--- src/rtl/seg_ctrl_pkg.sv ---
// Shared types and defaults for the seven-segment serial refresh controller.
package seg_ctrl_pkg;

  typedef enum logic [1:0] {
    IDLE  = 2'd0,
    SHIFT = 2'd1,
    LATCH = 2'd2,
    DONE  = 2'd3
  } seg_state_t;

  localparam int SEG_DATA_W      = 64;
  localparam int SEG_CLK_DIV_DEF = 2;

endpackage

--- src/rtl/seg_bit_timer.sv ---
// Bit-period divider: counts 0..2*CLK_DIV-1 and flags the s_clk rise and fall points.
module seg_bit_timer #(
  parameter int CLK_DIV = 2
) (
  input  logic clk,
  input  logic rst,
  input  logic clr,
  input  logic en,
  output logic rise_tick,
  output logic fall_tick
);

  localparam int DIV_W = $clog2(2 * CLK_DIV);
  localparam logic [DIV_W-1:0] RISE_AT = DIV_W'(CLK_DIV - 1);
  localparam logic [DIV_W-1:0] FALL_AT = DIV_W'(2 * CLK_DIV - 1);

  logic [DIV_W-1:0] div_cnt;

  always_ff @(posedge clk or posedge rst) begin
    if (rst) begin
      div_cnt <= '0;
    end else if (clr) begin
      div_cnt <= '0;
    end else if (en) begin
      div_cnt <= (div_cnt == FALL_AT) ? '0 : div_cnt + 1'b1;
    end
  end

  assign rise_tick = en && (div_cnt == RISE_AT);
  assign fall_tick = en && (div_cnt == FALL_AT);

endmodule

--- src/rtl/seg_shift_ctrl.sv ---
// Shifts a DATA_W-bit segment pattern MSB-first into the external SIPO chain, then latches it.
// Optional periodic refresh is built when SEG_AUTO_REFRESH_EN is defined.
module seg_shift_ctrl
  import seg_ctrl_pkg::*;
#(
  parameter int DATA_W      = SEG_DATA_W,
  parameter int CLK_DIV     = SEG_CLK_DIV_DEF,
  parameter int REFRESH_CYC = 50000
) (
  input  logic              clk,
  input  logic              rst,
  input  logic              start,
  input  logic [DATA_W-1:0] par_data,
  output logic              busy,
  output logic              done,
  output logic              s_clk,
  output logic              s_dat,
  output logic              s_lat
);

  localparam int BIT_W = $clog2(DATA_W);
  localparam logic [BIT_W-1:0] LAST_BIT = BIT_W'(DATA_W - 1);

  if (CLK_DIV < 1 || DATA_W < 3 || REFRESH_CYC < 2) begin : g_bad_param
    $error("seg_shift_ctrl: illegal parameter value");
  end

  seg_state_t       state;
  logic [BIT_W-1:0] bit_cnt;
  // Holds only the bits not yet presented on s_dat; the MSB goes straight to s_dat on capture.
  logic [DATA_W-2:0] sreg;
  logic             go;
  logic             rise_tick;
  logic             fall_tick;

`ifdef SEG_AUTO_REFRESH_EN
  localparam int REF_W = $clog2(REFRESH_CYC);
  localparam logic [REF_W-1:0] REF_LAST = REF_W'(REFRESH_CYC - 1);

  logic [REF_W-1:0] ref_cnt;

  always_ff @(posedge clk or posedge rst) begin
    if (rst) begin
      ref_cnt <= '0;
    end else begin
      ref_cnt <= (ref_cnt == REF_LAST) ? '0 : ref_cnt + 1'b1;
    end
  end

  // A wrap that lands outside IDLE is simply dropped.
  assign go = start | ((ref_cnt == REF_LAST) && (state == IDLE));
`else
  assign go = start;
`endif

  seg_bit_timer #(
    .CLK_DIV (CLK_DIV)
  ) u_bit_timer (
    .clk       (clk),
    .rst       (rst),
    .clr       (state == IDLE),
    .en        ((state == SHIFT) || (state == LATCH)),
    .rise_tick (rise_tick),
    .fall_tick (fall_tick)
  );

  always_ff @(posedge clk) begin
    if (state == IDLE && go) begin
      sreg <= par_data[DATA_W-2:0];
    end else if (state == SHIFT && fall_tick) begin
      sreg <= {sreg[DATA_W-3:0], 1'b0};
    end
  end

  always_ff @(posedge clk or posedge rst) begin
    if (rst) begin
      state   <= IDLE;
      bit_cnt <= '0;
      busy    <= 1'b0;
      done    <= 1'b0;
      s_clk   <= 1'b0;
      s_dat   <= 1'b0;
      s_lat   <= 1'b0;
    end else begin
      case (state)
        IDLE: begin
          done <= 1'b0;
          if (go) begin
            state   <= SHIFT;
            bit_cnt <= '0;
            busy    <= 1'b1;
            s_clk   <= 1'b0;
            s_dat   <= par_data[DATA_W-1];
          end
        end
        SHIFT: begin
          if (rise_tick) begin
            s_clk <= 1'b1;
          end
          if (fall_tick) begin
            s_clk <= 1'b0;
            if (bit_cnt == LAST_BIT) begin
              s_lat <= 1'b1;
              state <= LATCH;
            end else begin
              s_dat   <= sreg[DATA_W-2];
              bit_cnt <= bit_cnt + 1'b1;
            end
          end
        end
        LATCH: begin
          // The timer restarted at 0 on entry, so its rise point marks CLK_DIV cycles of latch.
          if (rise_tick) begin
            s_lat <= 1'b0;
            done  <= 1'b1;
            state <= DONE;
          end
        end
        DONE: begin
          done  <= 1'b0;
          busy  <= 1'b0;
          state <= IDLE;
        end
        default: begin
          state <= IDLE;
          busy  <= 1'b0;
          done  <= 1'b0;
          s_clk <= 1'b0;
          s_lat <= 1'b0;
        end
      endcase
    end
  end

endmodule
--- config.mk ---
export PLATFORM = sky130hd
export DESIGN_NAME = seg_shift_ctrl
export DESIGN_NICKNAME = d
export VERILOG_FILES = /design/src/rtl/seg_ctrl_pkg.sv /design/src/rtl/seg_bit_timer.sv /design/src/rtl/seg_shift_ctrl.sv
export SDC_FILE = /design/constraint.sdc
export NUM_CORES = 1
export LEC_CHECK = 0
export CAP_MARGIN = 30
export CORE_ASPECT_RATIO = 0.9
export CORE_MARGIN = 2
export CORE_UTILIZATION = 51
export CTS_CLUSTER_SIZE = 10
export DETAILED_ROUTE_END_ITERATION = 10
export PLACE_DENSITY = 0.79
export SLEW_MARGIN = 30
export SYNTH_ARGS = -nofsm -noshare
export SYNTH_HDL_FRONTEND = slang
export SYNTH_SLANG_ARGS = --single-unit
--- constraint.sdc ---
create_clock -name clk -period 3.64 [get_ports clk]
set_input_delay 0.546 -clock clk [delete_from_list [all_inputs] [get_ports clk]]
set_output_delay 0.546 -clock clk [all_outputs]
set_load 0.01 [all_outputs]
==> results of run 1 <==
through the flow:
| stage | power (uW) | cell area (um2) | hold slack, ns | util [%] |
|---|---|---|---|---|
| final | 1661 | 4589 | 0.4903 | 65.88 |
| after detailed placement | 1047 | 4400 | 0.4747 | 63.16 |
| after CTS | 1680 | 4589 | 0.4949 | 65.88 |
| after global routing | 1715 | 4589 | 0.5334 | 65.88 |
| after global placement | 1048 | 4400 | 0.4662 | 63.16 |
| after floorplan | 974.5 | 3620 | 0.4475 | - |
flip-flops by register name (all words and copies together), names as in the netlist, 2 cells and up:
| name | count |
|---|---|
| bit_cnt | 6 |
| sreg | 63 |
| state | 2 |
| u_bit_timer.div_cnt | 2 |
cells by family after synthesis:
kind of cell / Yosys count
muxes: 65
and+or+nand+nor: 33
DFF: 78
AOI/OAI and AO/OA: 28
buffers and inverters: 17
adders and majority gates: 8
per-layer routing:
metal	GRT usage [%]	share of wire (%)	vias up
met4	5.615	1.5	0
met3	5.872	5.3	8
met1	23.45	47	1039
li1	-	-	1035
met2	27.93	46	59
met5	0	0	-
how the worst min path moves through the flow:
stage / slack, ns / cells after the start / startpoint / endpoint
2_1_floorplan: 0.45 / 1 / rst / bit_cnt[0]
3_3_place_gp: 0.47 / 2 / busy / busy
3_5_place_dp: 0.47 / 2 / busy / busy
4_1_cts: 0.49 / 2 / busy / busy
5_1_grt: 0.53 / 2 / busy / busy
6_report: 0.49 / 2 / busy / busy
synthesized netlist by cell type (2+ instances only):
cell type	number	area, um2
a21oi_1	3	15.01
a22o_1	2	17.52
a31oi_1	3	18.77
and3_1	2	12.51
buf_2	2	10.01
buf_6	7	78.83
dfrtp_1	15	375.4
edfxtp_1	63	1892
ha_1	8	100.1
inv_1	5	18.77
inv_2	3	11.26
mux2_1	19	214.0
mux2_2	45	506.7
nand2_1	9	33.78
nand3_1	5	25.02
nand4_1	3	18.77
nor2_1	5	18.77
o21ai_0	4	20.02
o21ai_1	2	10.01
layout make-up:
type	count	share of cell area [%]
clock inverters	6	1.336
multi-input cells	134	26.94
inverters	8	0.6543
flip-flops and latches	78	49.40
clock buffers	10	2.781
well taps	93	2.535
repair buffers	73	16.36
tightest hold or removal path, stage by stage, from the launching register on:
cell and delay, ns:
dfrtp_1 0.36, nand2_1 0.05, o21ai_0 0.05
power groups by stage:
stage          Sequential [uW]  Clock (uW)  Combinational (uW)
4_1_cts                    951         651                77.4
3_3_place_gp               971           0                76.9
5_1_grt                    951         683                81.5
2_1_floorplan              971           0                3.74
3_5_place_dp               971           0                76.5
6_report                   951         634                76.2
==> run metrics, run 1 <==
Syn Nets=about 300; Arrival @ worst endpoint=around 2.5 ns; EDFF count, synth=63; global-route wire length before repair=about 11 mm; Worst-path clk slew=around 0.080 ns; crit path to=sreg[16]; PortBufs=71; Compound-Gate Fraction of Synth Area=5.600%; clk_lat worst skew=0.34 ns; Worst R2R End=sreg[16]; min Tclk post-route=between 2 and 2.5 ns; Starting Density=approximately half; RSZ-0062 raised after global routing=no; Layout Nets=between 300 and 400; vias in the first global route=roughly 2.2k; Synth Area in Simple Gates=about 5.4%; register area share after synthesis=62.63%; Seq pwr share=between 50% and 60%; worst setup path class=register to register; largest family of logic cells by synthesized area=multiplexers; period utilization=between 60% and 70%; Die X=just over 90 um; # DRC=0; vias=between 2k and 2.5k; Core ar.=between 6000 and 7000 um2; Critical path origin=state[0]; Avg WL per Cell=15.78 um; CTS buffer count=9; final hold vios=0; Cell variety after synth=43; commonest non-fill, non-tap cell in the layout=clkdlybuf4s50_1; switching power=331.4 uW; CP Launch Type=register; Worst Reg-to-Reg Cells=5; antenna violations before repair=0; crit path buf inv count=2; Main synth FF type=edfxtp_1; Crit Reg-Reg Startpoint=state[0]; Lkg Pwr=0.001559 uW; relative slew slack=58.72%; Switching Share=about 20%; Required @ worst endpoint=3.74 ns; Reg2Reg Setup Slack=around 1.3 ns; Filler cells=511; antenna-violating nets left=0; Worst VDD drop=0.2217 mV; largest net degree at the start of global routing=64; synthesized instance count=approximately 230; Largest stage delay, worst path=between 0.4 and 0.5 ns; mux cell area share after synthesis=between 20% and 30%; footprint of the multi-input gates=around 1200 um2; Max-cap violations=0; Crit Path Max Fanout=43; CP top delay family=buffers and inverters; Post-Syn Area=~3600 um2; Seq. cell area=2267 um2; Hold WC Path Type=register to register; clock power share=a little under two fifths; TNS Setup=0 ns; Top Ports=72; GRT Util Overall=17.76%; final setup vio count=0; CP max-delay cell=nand2_2; max-slew violation count=0; PostCTS Resize Cnt=0; area delta synth->final=26.79%; Post-Synth XOR/XNOR Area=0%; via/cell ratio=approximately 5.3; drt total wl=6.343 mm; most frequent cells in the layout=71 x clkdlybuf4s50_1, 63 x edfxtp_1, 45 x mux2_2; Ant. Diodes=0; Remaining Overflow, GRT=0; Layout Skew=0.01047 ns; dpl hpwl=4.139 mm; status=completed; FF+latch count, synth=78; pre-CTS setup slack=1.187 ns; drt first pass iters=4; fraction of layout cells with a size suffix above 1=a little under a quarter; CP cell instances=inv_1 -> ha_1 -> nand2_2 -> buf_12 -> mux2_1; post-route setup slack=approximately 1.3 ns; clock root buffer=clkbuf_8; die area=7789 um2; GP Congestion=between 0.8 and 0.9; post-CTS setup buffer count=0; Pwr Density=around 360 nW/um2; Slew @ Worst Pin=0.6170 ns; # hold bufs at CTS=0; fraction of registers with async set/reset=between 10% and 20%; CTS Sinks=between 70 and 80; Yosys Warn Count=0; Internal Pwr Total=between 1000 and 1500 uW; Row Count=29; final cell count without fillers=around 400; Synth Area in Adders=approximately 2.8%; Crit path depth=5; Avg Cell Area, Syn=about 16 um2; Peak Freq=between 400 and 500 MHz; Comb pwr share=~4.6%; initial DRC count=~120; cell total after placement=approximately 390; CTS tree=built; Die Ht=approximately 84 um; crit end category=register; H-tree Lvls=3; clock buffer depth=2
(Power assumes the default switching activity.)
==> inputs of run 2 (changes only) <==
==> constraint.sdc (replaced) <==
create_clock -name clk -period 2.5 [get_ports clk]
set_input_delay 0.375 -clock clk [delete_from_list [all_inputs] [get_ports clk]]
set_output_delay 0.375 -clock clk [all_outputs]
set_load 0.01 [all_outputs]
==> run 2 against run 1 <==
  * Final cell count up 0.25%
  * Largest cell class unchanged
  * Sequential share of layout area shrank 0.32 points
  * Cell area up 0.65%
  * Combinational power rose by 44%
  * Critical endpoint is now sreg[5]
  * Die area stayed put
  * Clock skew about the same
==> run metrics, run 2 (synthesis gave the netlist of run 1 again) <==
Core ar.=6967 um2 (unchanged); initial DRC count=110 (was 118); CP max-delay cell=ha_1 (was nand2_2); Slew @ Worst Pin=0.5986 ns (was 0.6170 ns); Die Ht=83.93 um (unchanged); Seq. cell area=2267 um2 (unchanged); CTS tree=built (unchanged); footprint of the multi-input gates=1236 um2 (unchanged); period utilization=79.65% (was 65.53%); Starting Density=51.96% (unchanged); Worst-path clk slew=0.08 ns (about the same); largest net degree at the start of global routing=64 (unchanged); drt total wl=6.215 mm (was 6.343 mm); Layout Skew=0.01082 ns (was 0.01047 ns); area delta synth->final=27.62% (was 26.79%); clock root buffer=clkbuf_8 (unchanged); CTS Sinks=78 (unchanged); global-route wire length before repair=10.12 mm (was 10.63 mm); Peak Freq=502.2 MHz (was 419.2 MHz); Max-cap violations=0 (unchanged); Worst VDD drop=0.3117 mV (was 0.2217 mV); most frequent cells in the layout=71 x clkdlybuf4s50_1, 63 x edfxtp_1, 45 x mux2_2 (unchanged); top flop regs=sreg: 63 flops, bit_cnt: 6 flops (unchanged); most flop-heavy register=sreg (unchanged); Top Ports=72 (unchanged); min Tclk post-route=1.991 ns (was 2.385 ns); fraction of layout cells with a size suffix above 1=23.55% (was 23.62%); final setup vio count=0 (unchanged); CP cell instances=inv_1 -> ha_1 -> nand2_1 -> nand2_2 -> buf_12 (was inv_1 -> ha_1 -> nand2_2 -> buf_12 -> mux2_1); # hold bufs at CTS=0 (unchanged); CTS buffer count=9 (unchanged); Seq pwr share=55.5% (was 57.2%); max reg flops=63 (unchanged); relative slew slack=60.05% (was 58.72%); Pwr Density=540.5 nW/um2 (was 361.9 nW/um2); vias in the first global route=2,141 (was 2,193); antenna violations before repair=0 (unchanged); PostCTS Resize Cnt=0 (unchanged); pre-CTS setup slack=0.5048 ns (was 1.187 ns); crit end category=register (unchanged); Largest stage delay, worst path=0.49 ns (was 0.47 ns); worst setup path class=register to register (unchanged); drt first pass iters=4 (unchanged); RSZ-0062 raised after global routing=no (unchanged); post-CTS setup buffer count=0 (unchanged); clk_lat worst skew=0.34 ns (about the same); switching power=466.2 uW (was 331.4 uW); Arrival @ worst endpoint=1.99 ns (was 2.48 ns); dpl hpwl=4.144 mm (was 4.139 mm); max-slew violation count=0 (unchanged); H-tree Lvls=3 (unchanged); Switching Share=18.67% (was 19.95%); Remaining Overflow, GRT=0 (unchanged); Internal Pwr Total=2031 uW (was 1330 uW); Reg2Reg Setup Slack=0.51 ns (was 1.25 ns); Filler cells=532 (was 511); clock power share=40.2% (was 38.2%); Hold WC Path Type=primary input to async pin (was register to register); GP Congestion=0.8455 (was 0.8102); Row Count=29 (unchanged); CP Launch Type=register (unchanged); Ant. Diodes=0 (unchanged); TNS Setup=0 ns (unchanged); post-route setup slack=0.5088 ns (was 1.255 ns); Die X=92.81 um (unchanged); status=completed (unchanged); clock buffer depth=2 (unchanged); final hold vios=0 (unchanged); Layout Nets=380 (was 379); Avg WL per Cell=15.42 um (was 15.78 um); final core occ=66.31% (was 65.88%); antenna-violating nets left=0 (unchanged); Crit Path Max Fanout=63 (was 43); vias=2,125 (was 2,141); die area=7789 um2 (unchanged); # DRC=0 (unchanged); PortBufs=71 (unchanged); Final Power=2497 uW (was 1661 uW); via/cell ratio=5.273 (was 5.326); Required @ worst endpoint=2.50 ns (was 3.74 ns); commonest non-fill, non-tap cell in the layout=clkdlybuf4s50_1 (unchanged); GRT Util Overall=16.74% (was 17.76%); Comb pwr share=4.4% (was 4.6%); Lkg Pwr=0.001569 uW (was 0.001559 uW)
-- run 2: cell types whose count changed in the layout (fill, tap and decap cells not counted), sizes merged --
cell	delta
buf	+1
bufinv	+1
clkinvlp	+1
clkinv	-1
clkbuf	-1
-- run 2: worst paths after layout --
| path | from | end | cells past startpoint |
|---|---|---|---|
| max | state[1] | sreg[5] | 5 |
| min | rst | done | 2 |
| max reg2reg | state[1] | sreg[5] | 5 |
| min reg2reg | s_lat | s_lat | 1 |
| max in group asynchronous | rst | u_bit_timer.div_cnt[1] | 2 |
| min in group clk | s_lat | s_lat | 1 |
-- run 2: cell type report --
type	instances	share of cell area (%)
Tap cell	93	2.519
Clock inverter	7	1.896
Timing Repair Buffer	74	16.41
Clock buffer	9	2.681
Multi-Input combinational cell	134	26.76
Sequential cell	78	49.08
Inverter	8	0.6501
-- run 2: layer usage --
| layer | wire, um | global-route usage (%) | vias up |
|---|---|---|---|
| met1 | 2847 | 22.31 | 1026 |
| met4 | 143 | 7.487 | 0 |
| li1 | - | - | 1035 |
| met3 | 261 | 3.975 | 11 |
| met2 | 2963 | 26.15 | 53 |
| met5 | 0 | 0 | - |
-- run 2: critical path, delay by kind of cell (launching register included) --
family	cells	cell delay, ns
adder cells (fa/ha/maj)	1	0.49
buffers and inverters	2	0.38
flip-flops	1	0.43
AND/OR/NAND/NOR	2	0.30
-- run 2: power by group through the flow --
stage | clock (uW) | sequential (uW) | combinational (uW)
floorplan | 0 | 1410 | 5.45
global route | 1070 | 1380 | 117
global placement | 0 | 1410 | 111
detailed placement | 0 | 1410 | 110
finish | 1000 | 1380 | 110
CTS | 1030 | 1380 | 111
-- run 2: through the flow --
stage,cells,area [um2],hold WS [ns]
finish,403,4619,0.3959
global route,403,4619,0.4461
CTS,403,4619,0.4108
detailed placement,387,4408,0.5087
global placement,387,4408,0.4935
floorplan,229,3622,0.2765
==> inputs of run 3 (changes only) <==
==> constraint.sdc (replaced) <==
create_clock -name clk -period 2.07 [get_ports clk]
set_input_delay 0.3105 -clock clk [delete_from_list [all_inputs] [get_ports clk]]
set_output_delay 0.3105 -clock clk [all_outputs]
set_load 0.01 [all_outputs]
==> run 3 against run 2 <==
  * Critical path depth up 2
  * Fmax up 4.3%
  * First-iteration DRC count down 18%
  * Via count up 1.9%
  * Register-to-register slack worse by 0.35 ns
  * Critical endpoint is now bit_cnt[0]
  * Highest routed layer unchanged
  * Largest power group unchanged
  * Clock-buffer cell count up 2
  * Cell area up 0.70%
  * Flip-flop and latch count unchanged
  * Combinational power up 21%
  * Setup slack worse by 0.35 ns
==> run metrics, run 3 (synthesis gave the netlist of run 1 again) <==
Ant. Diodes=0 (unchanged); CP cell instances=inv_1 -> ha_1 -> buf_4 -> inv_2 -> o21a_1 -> nor3_1 -> mux2_2 (was inv_1 -> ha_1 -> nand2_1 -> nand2_2 -> buf_12); Arrival @ worst endpoint=2.21 ns (was 1.99 ns); area delta synth->final=28.52% (was 27.62%); Starting Density=51.96% (unchanged); Row Count=29 (unchanged); fraction of layout cells with a size suffix above 1=24.04% (was 23.55%); Required @ worst endpoint=2.37 ns (was 2.50 ns); most frequent cells in the layout=71 x clkdlybuf4s50_1, 63 x edfxtp_1, 45 x mux2_2 (unchanged); period utilization=92.23% (was 79.65%); antenna violations before repair=0 (unchanged); CTS tree=built (unchanged); Die X=92.81 um (unchanged); min Tclk post-route=1.909 ns (was 1.991 ns); Crit Reg-Reg Startpoint=state[1] (unchanged); TNS Setup=0 ns (unchanged); PostCTS Resize Cnt=0 (unchanged); Worst VDD drop=0.3566 mV (was 0.3117 mV); clock buffer depth=2 (unchanged); dpl hpwl=4.371 mm (was 4.144 mm); # hold bufs at CTS=0 (unchanged); vias=2,165 (was 2,125); RSZ-0062 raised after global routing=no (unchanged); Worst R2R End=bit_cnt[0] (was sreg[5]); max-slew violation count=0 (unchanged); via/cell ratio=5.346 (was 5.273); Avg WL per Cell=16.03 um (was 15.42 um); top flop regs=sreg: 63 flops, bit_cnt: 6 flops (unchanged); Layout Skew=0.008168 ns (was 0.01082 ns); Top Ports=72 (unchanged); Die Ht=83.93 um (unchanged); final setup vio count=0 (unchanged); antenna-violating nets left=0 (unchanged); Hold WC Path Type=primary input to async pin (unchanged); initial DRC count=90 (was 110); Remaining Overflow, GRT=0 (unchanged); most flop-heavy register=sreg (unchanged); drt total wl=6.492 mm (was 6.215 mm); final core occ=66.77% (was 66.31%); Max-cap violations=0 (unchanged); post-CTS setup buffer count=0 (unchanged); PortBufs=71 (unchanged); Crit Path Max Fanout=10 (was 63); final hold vios=0 (unchanged); Pwr Density=645.6 nW/um2 (was 540.5 nW/um2); Final Power=3003 uW (was 2497 uW); Worst-path clk slew=0.08 ns (about the same); Layout Nets=383 (was 380); Slew @ Worst Pin=0.6035 ns (was 0.5986 ns); worst setup path class=register to register (unchanged); commonest non-fill, non-tap cell in the layout=clkdlybuf4s50_1 (unchanged); CP max-delay cell=dfrtp_1 (was ha_1); CP Launch Type=register (unchanged); status=completed (unchanged); Lkg Pwr=0.001589 uW (was 0.001569 uW); drt first pass iters=4 (unchanged); CTS buffer count=9 (unchanged); Reg2Reg Setup Slack=0.16 ns (was 0.51 ns); Largest stage delay, worst path=0.44 ns (was 0.49 ns); clock root buffer=clkbuf_8 (unchanged); Core ar.=6967 um2 (unchanged); relative slew slack=59.72% (was 60.05%); Peak Freq=523.8 MHz (was 502.2 MHz); clk_lat worst skew=0.35 ns (was 0.34 ns); GP Congestion=0.8717 (was 0.8455); vias in the first global route=2,192 (was 2,141); GRT Util Overall=18.18% (was 16.74%); crit end category=register (unchanged); Min Hold Slack=0.3194 ns (was 0.3959 ns); H-tree Lvls=3 (unchanged); max reg flops=63 (unchanged); die area=7789 um2 (unchanged); largest net degree at the start of global routing=51 (was 64); Worst Reg-to-Reg Cells=7 (was 5); # DRC=0 (unchanged); global-route wire length before repair=10.76 mm (was 10.12 mm); CTS Sinks=78 (unchanged)
==> run 3: worst max path at each step <==
| stage | start | endpoint | slack, ns | cells past startpoint |
|---|---|---|---|---|
| 6_report | state[1] | bit_cnt[0] | 0.16 | 7 |
| 5_1_grt | state[1] | bit_cnt[0] | 0.02 | 7 |
| 4_1_cts | state[1] | bit_cnt[0] | 0.16 | 7 |
| 3_5_place_dp | start | sreg[48] | 0.19 | 4 |
| 3_3_place_gp | state[1] | bit_cnt[0] | 0.20 | 7 |
| 2_1_floorplan | state[0] | sreg[0] | 0.11 | 7 |
==> run 3: layout make-up <==
cell class	instances	area, um2
repair buffers	77	793.3
flip-flops and latches	78	2267
fillers	526	2315
inverters	8	30.03
well taps	93	116.4
clock buffers	11	131.4
multi-input cells	134	1241
clock inverters	4	72.57
==> run 3: worst max-delay path: cells and delay by family, from the launching register on <==
family	cells	cell delay, ns
compound gates	1	0.19
mux	1	0.20
fa+ha+maj	1	0.35
simple gates	1	0.26
buf+inv	3	0.39
flops	1	0.44
==> run 3: metal layers <==
| layer | wire length (um) | up-vias | GRT usage (%) |
|---|---|---|---|
| met4 | 97 | 0 | 6.016 |
| met5 | 0 | - | 0 |
| met2 | 3082 | 65 | 27.21 |
| li1 | - | 1037 | - |
| met3 | 419 | 11 | 5.962 |
| met1 | 2893 | 1052 | 25.18 |
==> run 3: stage by stage <==
stage	area [um2]	setup slack [ns]	instances
floorplan	3627	0.1142	229
global placement	4448	0.2039	390
detailed placement	4448	0.1899	390
CTS	4652	0.1645	405
global route	4652	0.02128	405
finish	4652	0.1608	405
==> run 3: where the power goes <==
| part | total [uW] | switching, uW | leakage [uW] | internal [uW] |
|---|---|---|---|---|
| sequential | 1670 | 0 | 0.000692 | 1670 |
| combinational | 133 | 23.4 | 0.000795 | 109 |
| clock | 1200 | 526 | 0.000101 | 672 |
| total | 3000 | 550 | 0.00159 | 2450 |
